<file path="src/rtl/issue_id_allocator_if.sv">
// ---------------------------------------------------------------------------
// issue_id_allocator_if
// Groups the per-cycle allocate/retire/flush traffic between the issue stage
// (master) and the issue-ID allocator (slave).
//
// Signals:
//   alloc_req  [NUM_PORTS]        master -> slave  slot i wants an ID
//   alloc_gnt  [NUM_PORTS]        slave  -> master slot i got an ID
//   alloc_id   [NUM_PORTS] x W    slave  -> master ID for slot i (0 if denied)
//   retire_cnt clog2(NUM_PORTS+1) master -> slave  oldest IDs retired
//   flush                         master -> slave  cancel outstanding IDs
// ---------------------------------------------------------------------------
interface issue_id_allocator_if #(
    parameter int NUM_PORTS = 4,
    parameter int ID_WIDTH  = 6
);
    localparam int RW = $clog2(NUM_PORTS + 1);

    logic [NUM_PORTS-1:0] alloc_req;
    logic [NUM_PORTS-1:0] alloc_gnt;
    logic [ID_WIDTH-1:0]  alloc_id [NUM_PORTS];
    logic [RW-1:0]        retire_cnt;
    logic                 flush;

    modport master (
        output alloc_req,
        output retire_cnt,
        output flush,
        input  alloc_gnt,
        input  alloc_id
    );

    modport slave (
        input  alloc_req,
        input  retire_cnt,
        input  flush,
        output alloc_gnt,
        output alloc_id
    );
endinterface

</file>
<file path="src/rtl/issue_id_allocator.sv">
// ---------------------------------------------------------------------------
// issue_id_allocator
// Hands out monotonically increasing issue IDs to up to NUM_PORTS slots per
// cycle, tracks the oldest outstanding ID, and retires/flushes them. At most
// CAP = 2^(ID_WIDTH-1) IDs are outstanding so that MSB-of-difference age
// comparison stays valid downstream.
//
// Ports:
//   clk            clock, rising edge
//   rst_n          asynchronous active-low reset
//   alloc_if       slave modport: alloc_req/gnt/id, retire_cnt, flush
//   head_id        oldest outstanding ID (registered)
//   tail_id        next ID to allocate (registered)
//   inflight_cnt   outstanding IDs, 0..CAP (registered)
//   full / empty   inflight_cnt == CAP / inflight_cnt == 0
//   err_underflow  sticky: a retire asked for more IDs than were outstanding
// ---------------------------------------------------------------------------
module issue_id_allocator #(
    parameter int NUM_PORTS = 4,
    parameter int ID_WIDTH  = 6
) (
    input  logic                clk,
    input  logic                rst_n,
    issue_id_allocator_if.slave alloc_if,
    output logic [ID_WIDTH-1:0] head_id,
    output logic [ID_WIDTH-1:0] tail_id,
    output logic [ID_WIDTH-1:0] inflight_cnt,
    output logic                full,
    output logic                empty,
    output logic                err_underflow
);
    localparam logic [ID_WIDTH-1:0] CAP = {1'b1, {(ID_WIDTH-1){1'b0}}};

    logic [ID_WIDTH-1:0] free_slots;
    logic [ID_WIDTH-1:0] gnt_count;
    logic [NUM_PORTS-1:0] gnt_vec;
    logic [ID_WIDTH-1:0] id_arr [NUM_PORTS];
    logic [ID_WIDTH-1:0] retire_ext;
    logic [ID_WIDTH-1:0] retire_eff;
    logic [ID_WIDTH-1:0] head_next;

    // Free space comes only from registered occupancy; a retire this cycle
    // does not open slots until the next cycle, keeping retire_cnt off the
    // grant path.
    assign free_slots = CAP - inflight_cnt;

    // Grant requesters in ascending slot order until free space runs out.
    // Idle slots are skipped, so the k-th granted slot gets tail_id + k.
    // Grants are gated by rst_n so they drop immediately on reset.
    always_comb begin
        gnt_count = '0;
        gnt_vec   = '0;
        for (int i = 0; i < NUM_PORTS; i++) begin
            id_arr[i] = '0;
            if (rst_n && !alloc_if.flush && alloc_if.alloc_req[i] &&
                (gnt_count < free_slots)) begin
                gnt_vec[i] = 1'b1;
                id_arr[i]  = tail_id + gnt_count;
                gnt_count  = gnt_count + 1'b1;
            end
        end
    end

    assign alloc_if.alloc_gnt = gnt_vec;
    assign alloc_if.alloc_id  = id_arr;

    // Retire is clamped to what is actually outstanding; the excess only
    // raises the sticky error flag.
    assign retire_ext = ID_WIDTH'(alloc_if.retire_cnt);
    assign retire_eff = (retire_ext > inflight_cnt) ? inflight_cnt : retire_ext;
    assign head_next  = head_id + retire_eff;

    // Pointer and occupancy update. On flush the retire still lands first,
    // then the tail collapses onto the new head, discarding the rest.
    always_ff @(posedge clk or negedge rst_n) begin
        if (!rst_n) begin
            head_id       <= '0;
            tail_id       <= '0;
            inflight_cnt  <= '0;
            err_underflow <= 1'b0;
        end else begin
            head_id <= head_next;
            if (alloc_if.flush) begin
                tail_id      <= head_next;
                inflight_cnt <= '0;
            end else begin
                tail_id      <= tail_id + gnt_count;
                inflight_cnt <= inflight_cnt - retire_eff + gnt_count;
            end
            if (retire_ext > inflight_cnt) begin
                err_underflow <= 1'b1;
            end
        end
    end

    assign full  = (inflight_cnt == CAP);
    assign empty = (inflight_cnt == '0);

endmodule
</file>
<file path="src/flat_wrapper.sv">
// flat-port wrapper written by rule: the top's interface ports become plain ports
module issue_id_allocator_flat 
#(
    parameter int NUM_PORTS = 4,
    parameter int ID_WIDTH  = 6
)
  (clk, rst_n, head_id, tail_id, inflight_cnt, full, empty, err_underflow, alloc_if_alloc_req, alloc_if_retire_cnt, alloc_if_flush, alloc_if_alloc_gnt, alloc_if_alloc_id);
  issue_id_allocator_if #(.NUM_PORTS(NUM_PORTS), .ID_WIDTH(ID_WIDTH)) alloc_if_i ();
  input  logic clk;
  input  logic rst_n;
  output logic [ID_WIDTH-1:0] head_id;
  output logic [ID_WIDTH-1:0] tail_id;
  output logic [ID_WIDTH-1:0] inflight_cnt;
  output logic full;
  output logic empty;
  output logic err_underflow;
  input wire logic [$bits(alloc_if_i.alloc_req)-1:0] alloc_if_alloc_req;
  input wire logic [$bits(alloc_if_i.retire_cnt)-1:0] alloc_if_retire_cnt;
  input wire logic [$bits(alloc_if_i.flush)-1:0] alloc_if_flush;
  output wire logic [$bits(alloc_if_i.alloc_gnt)-1:0] alloc_if_alloc_gnt;
  output wire logic [$bits(alloc_if_i.alloc_id)-1:0] alloc_if_alloc_id;
  assign alloc_if_i.alloc_req = alloc_if_alloc_req;
  assign alloc_if_i.retire_cnt = alloc_if_retire_cnt;
  assign alloc_if_i.flush = alloc_if_flush;
  assign alloc_if_alloc_gnt = alloc_if_i.alloc_gnt;
  assign alloc_if_alloc_id = {>>{alloc_if_i.alloc_id}};
  issue_id_allocator #(.NUM_PORTS(NUM_PORTS), .ID_WIDTH(ID_WIDTH)) u_core (.clk(clk), .rst_n(rst_n), .alloc_if(alloc_if_i), .head_id(head_id), .tail_id(tail_id), .inflight_cnt(inflight_cnt), .full(full), .empty(empty), .err_underflow(err_underflow));
endmodule
</file>
<file path="config.mk">
export PLATFORM = sky130hd
export DESIGN_NAME = issue_id_allocator_flat
export DESIGN_NICKNAME = d
export VERILOG_FILES = /design/src/rtl/issue_id_allocator_if.sv /design/src/rtl/issue_id_allocator.sv /design/src/flat_wrapper.sv
export SDC_FILE = /design/constraint.sdc
export NUM_CORES = 1
export LEC_CHECK = 0
export CAP_MARGIN = 0
export CORE_MARGIN = 8
export CORE_UTILIZATION = 52
export CTS_BUF_LIST = sky130_fd_sc_hd__clkbuf_4
export DETAILED_ROUTE_END_ITERATION = 8
export GPL_TIMING_DRIVEN = 0
export PLACE_DENSITY = 0.93
export SYNTH_ARGS = -nofsm -noshare
export SYNTH_HDL_FRONTEND = slang
export SYNTH_SLANG_ARGS = --single-unit
</file>
<file path="constraint.sdc">
create_clock -name clk -period 6.6 [get_ports clk]
set_input_delay 0.66 -clock clk [delete_from_list [all_inputs] [get_ports clk]]
set_output_delay 0.66 -clock clk [all_outputs]
set_load 0.02 [all_outputs]
</file>
======== Word level (Yosys, flattened, before mapping) ========
Cells that the tools add are included.
storage, ports and cells
  register bits ........................... 19
  output and inout port bits .............. 49
  logic and storage cells ................. 47
  input port bits ......................... 10
operators by class
  magnitude comparators ................... 5
  add/sub/neg operators ................... 11
  mux-type cells .......................... 15
  eq/ne operators ......................... 1
  reduce and logical (&&, ||, !) cells .... 11
operators with widths
  kind                 number
  $mux 6               10
  $add 6x6->6          5
  $add 6x1->6 const B  2
  $lt 6x6->1           2
  $logic_and 1x1->1    9
  $add 6x1->6          1
  $eq 6x6->1 const B   1
  $gt 3x6->1           1
  $logic_not 6->1      1
  $lt 1x6->1           1
  $lt 1x6->1 const A   1
  $sub 6x6->6          1
  $sub 6x6->6 const A  1
  $mux 1               5
  $add 1x1->2 const B  1
  $logic_not 1->1      1

======== Depth between registers and ports, before layout ========
  depth after elaboration ................. 16
  mapped depth ............................ 27
  mapped depth without buffers ............ 26

======== Least setup slack after synthesis ========
No wires, ideal clock.
  path type ............................... flip-flop to flip-flop
  start ................................... reg u_core.inflight_cnt[0]
  end ..................................... reg u_core.inflight_cnt[5]
  clock period less this slack ............ 6,222 ps
  cell stages (with the launch flop) ...... 27
  required time ........................... 6,478 ps
  buffers on the path ..................... 1
  path slack .............................. 378 ps
  setup time .............................. 122 ps
  data arrival time ....................... 6,100 ps
  path through ............................ dfrtp_1 -> inv_1 -> ha_1 -> nor2b_1 -> a21oi_1 -> o21ai_4 -> a21oi_1 -> inv_1 -> ha_1 -> nor2b_1 -> o21ai_0 -> a211o_1 -> nand2_1 -> ha_1 -> nor2b_1 -> a221o_1 -> a21o_1 -> buf_4 -> a31o_1 -> fa_1 -> inv_1 -> ha_1 -> a21o_1 -> a21oi_1 -> o21bai_1 -> mux2i_1 -> nand2_1
between the ends
  word-level cells in the longest chain between the ends .. 15
  elaborated cells on any way between the ends .. 21
  those cells by class .................... 6 x add/sub; 5 x order compare; 6 x mux; 4 x reduce/logical
ends and longest elaborated chain
  element                 RTL line                  text
  start, declared         issue_id_allocator.sv:27  output logic [ID_WIDTH-1:0] inflight_cnt,
  start signal, assigned  issue_id_allocator.sv:88  inflight_cnt <= inflight_cnt - retire_eff + gnt_count;
  $sub 6x6->6             issue_id_allocator.sv:45  assign free_slots = CAP - inflight_cnt;
  $lt 1x6->1              issue_id_allocator.sv:56  (gnt_count < free_slots)) begin
  $logic_and 1x1->1       issue_id_allocator.sv:55  if (rst_n && !alloc_if.flush && alloc_if.alloc_req[i] &&
  $mux 1                  issue_id_allocator.sv:55
  $lt 1x6->1              issue_id_allocator.sv:56
  $logic_and 1x1->1       issue_id_allocator.sv:55
  $mux 6                  issue_id_allocator.sv:55
  $lt 6x6->1              issue_id_allocator.sv:56
  $logic_and 1x1->1       issue_id_allocator.sv:55
  $mux 6                  issue_id_allocator.sv:55
  $lt 6x6->1              issue_id_allocator.sv:56
  $logic_and 1x1->1       issue_id_allocator.sv:55
  $mux 6                  issue_id_allocator.sv:55
  $add 6x6->6 (*)         issue_id_allocator.sv:88
  $mux 6 (*)              issue_id_allocator.sv:83  if (alloc_if.flush) begin
Mark *: on every way between the ends. The rest lies on a longest branch, timed or not.
A chain may end at the register's enable or synchronous reset.

======== Worst setup path after layout ========
Same ends and word-level chain as after synthesis.

==> results.sh <==
export IMPL_status="finished clean"
export IMPL_tightestPinTransition_ps=591
export IMPL_max_freq_mhz=158
export IMPL_htreeDepth=1
export IMPL_ys_seq_area_frac=0.203
export IMPL_cts_sinks=19
export IMPL_crit_start="u_core.inflight_cnt[0]"
export IMPL_final_common_cell="clkdlybuf4s50_1"
export IMPL_dr_pass1_iters=6
export IMPL_fin_skew_ps=9.44
export IMPL_synth_area_sq_mm=0.00235
export IMPL_fp_coreArea_sq_mm=0.00435
export IMPL_syn_to_final_growth_pct=31.2
export IMPL_netSwitchingPower_mw=0.656
export IMPL_synth_seq_cells=19
export IMPL_critPathLaunchType="flip-flop"
export IMPL_power_density_mw_per_mm2=426
export IMPL_internal_power_mw=0.655
export IMPL_p_comb_frac=0.774
export IMPL_ys_flop_type="dfrtp_1"
export IMPL_dp_cells=383
export IMPL_cap_violations=0
export IMPL_grt_pass1_vias=2284
export IMPL_die_w_microns=83.2
export IMPL_worstReg2RegEnd="u_core.inflight_cnt[5]"
export IMPL_async_flop_share=1.00
export IMPL_drive_gt1_frac=0.110
export IMPL_crit_path_max_fanout=9
export IMPL_dieHeight_microns=83.2
export IMPL_die_area_sq_mm=0.00692
export IMPL_place_congestion=0.851
export IMPL_yosysWarnings=0
export IMPL_fin_cells=389
export IMPL_crit_end="u_core.inflight_cnt[5]"
export IMPL_antenna_found_initial=0
export IMPL_grt_max_degree=23
export IMPL_ys_types=50
export IMPL_reg2reg_slack_ps=270
export IMPL_p_seq_frac=0.180
export IMPL_crit_type="flip-flop to flip-flop"
export IMPL_wl_microns=5850
export IMPL_grt_first_pass_wirelength_microns=10300
export IMPL_fill_cells=342
export IMPL_grt_overflow_total=0
export IMPL_finalCriticalPeriod_ps=6330
export IMPL_vias=2086
export IMPL_path_clk_slew_ps=120
export IMPL_cts_tree="done"
export IMPL_ant_nets=0
export IMPL_drc_errors=0
export IMPL_relSlewSlack=0.603
export IMPL_p_leak_nw=1.42
export IMPL_wl_per_cell_microns=15.0
export IMPL_synth_edf_count=0
export IMPL_clkPwrFrac=0.046
export IMPL_postSynthCellCount=270
export IMPL_setup_violations=0
export IMPL_fp_row_count=24
export IMPL_worstPathRequired_ps=6800
export IMPL_hold_class="input port to asynchronous set/reset pin"
export IMPL_final_cell_mix="clkdlybuf4s50_1 (57), inv_1 (31), ha_1 (31), nor2_1 (28), dfrtp_1 (18)"
export IMPL_switching_share=0.500
export IMPL_portBuffers=58
export IMPL_insertion_delay_ps=300
export IMPL_cts_hold_buf=0
export IMPL_syn_area_per_cell_sq_um=8.69
export IMPL_pin_count=59
export IMPL_final_hold_viol_count=0
export IMPL_viasPerCell=5.36
export IMPL_crit_path_end_kind="flip-flop"
export IMPL_finalCritPeriodShare=0.959
export IMPL_reg2reg_from="u_core.inflight_cnt[0]"
export IMPL_grt_total_usage=0.168
export IMPL_final_nets=388
export IMPL_arrival_ps=6530
export IMPL_clk_path_buf_depth=2
export IMPL_drt_iter0_drc=67
export IMPL_cts_root_buf="clkbuf_4"
export IMPL_slew_viol_final=0
export IMPL_ir_drop_mv=0.285
export IMPL_start_util=0.539
export IMPL_cts_made_buffers=3
export IMPL_antennaDiodeCount=0
export IMPL_dpl_hpwl_microns=4900
export IMPL_whs_ps=405
export IMPL_reg2reg_depth=26
[routing by layer]
layer / vias up / share of wire / global-route usage
li1: 1030 / - / -
met3: 8 / 0.051 / 0.0293
met1: 994 / 0.41 / 0.186
met2: 54 / 0.53 / 0.322
met5: - / 0 / 0
met4: 0 / 0.012 / 0.0351
[critical path, stage by stage (launching register included)]
cell      delay [ps]
dfrtp_2          470
inv_2            130
ha_1             190
or3b_4           390
or4_4            470
o21a_4           180
o211ai_4         200
ha_1             340
nor2b_2          200
o21ai_0          130
a211o_1          340
nand2_1          130
ha_1             250
nand2b_1          90
a21boi_0          90
a221o_1          390
a21o_1           220
buf_4            170
a31o_1           230
fa_1             560
inv_1             60
ha_1             280
a21o_1           170
a21oi_2          180
o21bai_1         100
mux2i_1          170
nand2_1           70
[area by class of cell]
cell class / count / area (sq um) / share of cell area
Multi-Input combinational cell: 213 / 1760 / 0.570
Timing Repair Buffer: 60 / 597 / 0.194
Sequential cell: 19 / 477 / 0.155
Inverter: 35 / 131 / 0.0426
Tap cell: 52 / 65.1 / 0.0211
Buffer: 6 / 26.3 / 0.00853
Clock buffer: 3 / 22.5 / 0.00731
Clock inverter: 1 / 5.00 / 0.00162
[worst min path at each step]
| stage | startpoint | end | slack, ps | depth (start not counted) |
|---|---|---|---|---|
| 2_1_floorplan | rst_n | u_core.err_underflow | 360 | 0 |
| 3_5_place_dp | u_core.err_underflow | u_core.err_underflow | 490 | 1 |
| 4_1_cts | rst_n | u_core.inflight_cnt[3] | 420 | 1 |
| 5_1_grt | rst_n | u_core.inflight_cnt[3] | 450 | 1 |
| 6_report | rst_n | u_core.inflight_cnt[3] | 410 | 1 |
| 3_3_place_gp | u_core.err_underflow | u_core.err_underflow | 460 | 1 |
[sequential cells by signal, indices dropped and copies added, names as in the netlist]
| name | count |
|---|---|
| u_core.inflight_cnt | 6 |
| u_core.head_id | 6 |
| u_core.err_underflow | 1 |
| u_core.tail_id | 6 |
[synthesized netlist by cell type (2+ instances only)]
| cell | count | share of area |
|---|---|---|
| inv_1 | 33 | 0.053 |
| ha_1 | 32 | 0.17 |
| nor2_1 | 28 | 0.045 |
| dfrtp_1 | 19 | 0.20 |
| xor2_1 | 16 | 0.060 |
| a21oi_1 | 15 | 0.032 |
| nand2_1 | 13 | 0.021 |
| xnor2_1 | 10 | 0.037 |
| a21o_1 | 9 | 0.029 |
| nor2b_1 | 9 | 0.024 |
| and2_1 | 8 | 0.021 |
| fa_1 | 8 | 0.068 |
| nand3_1 | 6 | 0.013 |
| mux2_2 | 5 | 0.024 |
| o21ai_0 | 5 | 0.011 |
| clkbuf_1 | 4 | 0.0064 |
| a31oi_1 | 3 | 0.0080 |
| nand2b_1 | 3 | 0.0080 |
| nor3_1 | 3 | 0.0064 |
| o211ai_1 | 3 | 0.0096 |
| o21ai_4 | 3 | 0.021 |
| conb_1 | 2 | 0.0032 |
| inv_2 | 2 | 0.0032 |
| mux2i_1 | 2 | 0.0085 |
| nand3b_1 | 2 | 0.0064 |
| o21bai_1 | 2 | 0.0064 |
| or2_2 | 2 | 0.0053 |
[logic make-up (layout without fill, tap and decap cells)]
logic type | after synthesis | in the layout | share of synthesized area
simple gates | 83 | 83 | 0.187
mux | 7 | 7 | 0.0325
compound gates | 52 | 52 | 0.172
xor+xnor | 26 | 26 | 0.0970
flops | 19 | 19 | 0.203
other cells | 2 | 5 | 0.00320
buf+inv | 41 | 105 | 0.0672
fa+ha+maj | 40 | 40 | 0.239
[through the flow]
| stage | utilization | worst slack [ps] | total power [mW] | cell area, sq um | setup TNS [ps] |
|---|---|---|---|---|---|
| after floorplan | - | 378 | 0.916 | 2360 | 0 |
| after global placement | 0.690 | -700 | 1.17 | 3000 | -3770 |
| after detailed placement | 0.690 | -822 | 1.22 | 3000 | -5480 |
| after CTS | 0.699 | 68.8 | 1.29 | 3040 | 0 |
| after global routing | 0.707 | -47.1 | 1.44 | 3080 | -47.1 |
| final | 0.707 | 268 | 1.31 | 3080 | 0 |
[timing repair]
action	4_1_cts	5_1_grt
resized for setup	4	9
setup endpoints to repair	13	10
buffers inserted	1	1
pin swaps	1	1
[power by group through the flow]
stage                     sequential [mW]  combinational [mW]  clock [mW]
final                               0.236                1.01      0.0602
after global routing                0.247                1.13      0.0660
after detailed placement            0.237               0.985           0
after floorplan                     0.290               0.626           0
after global placement              0.235               0.939           0
after CTS                           0.235               0.996      0.0617
(Power assumes the default switching activity.)
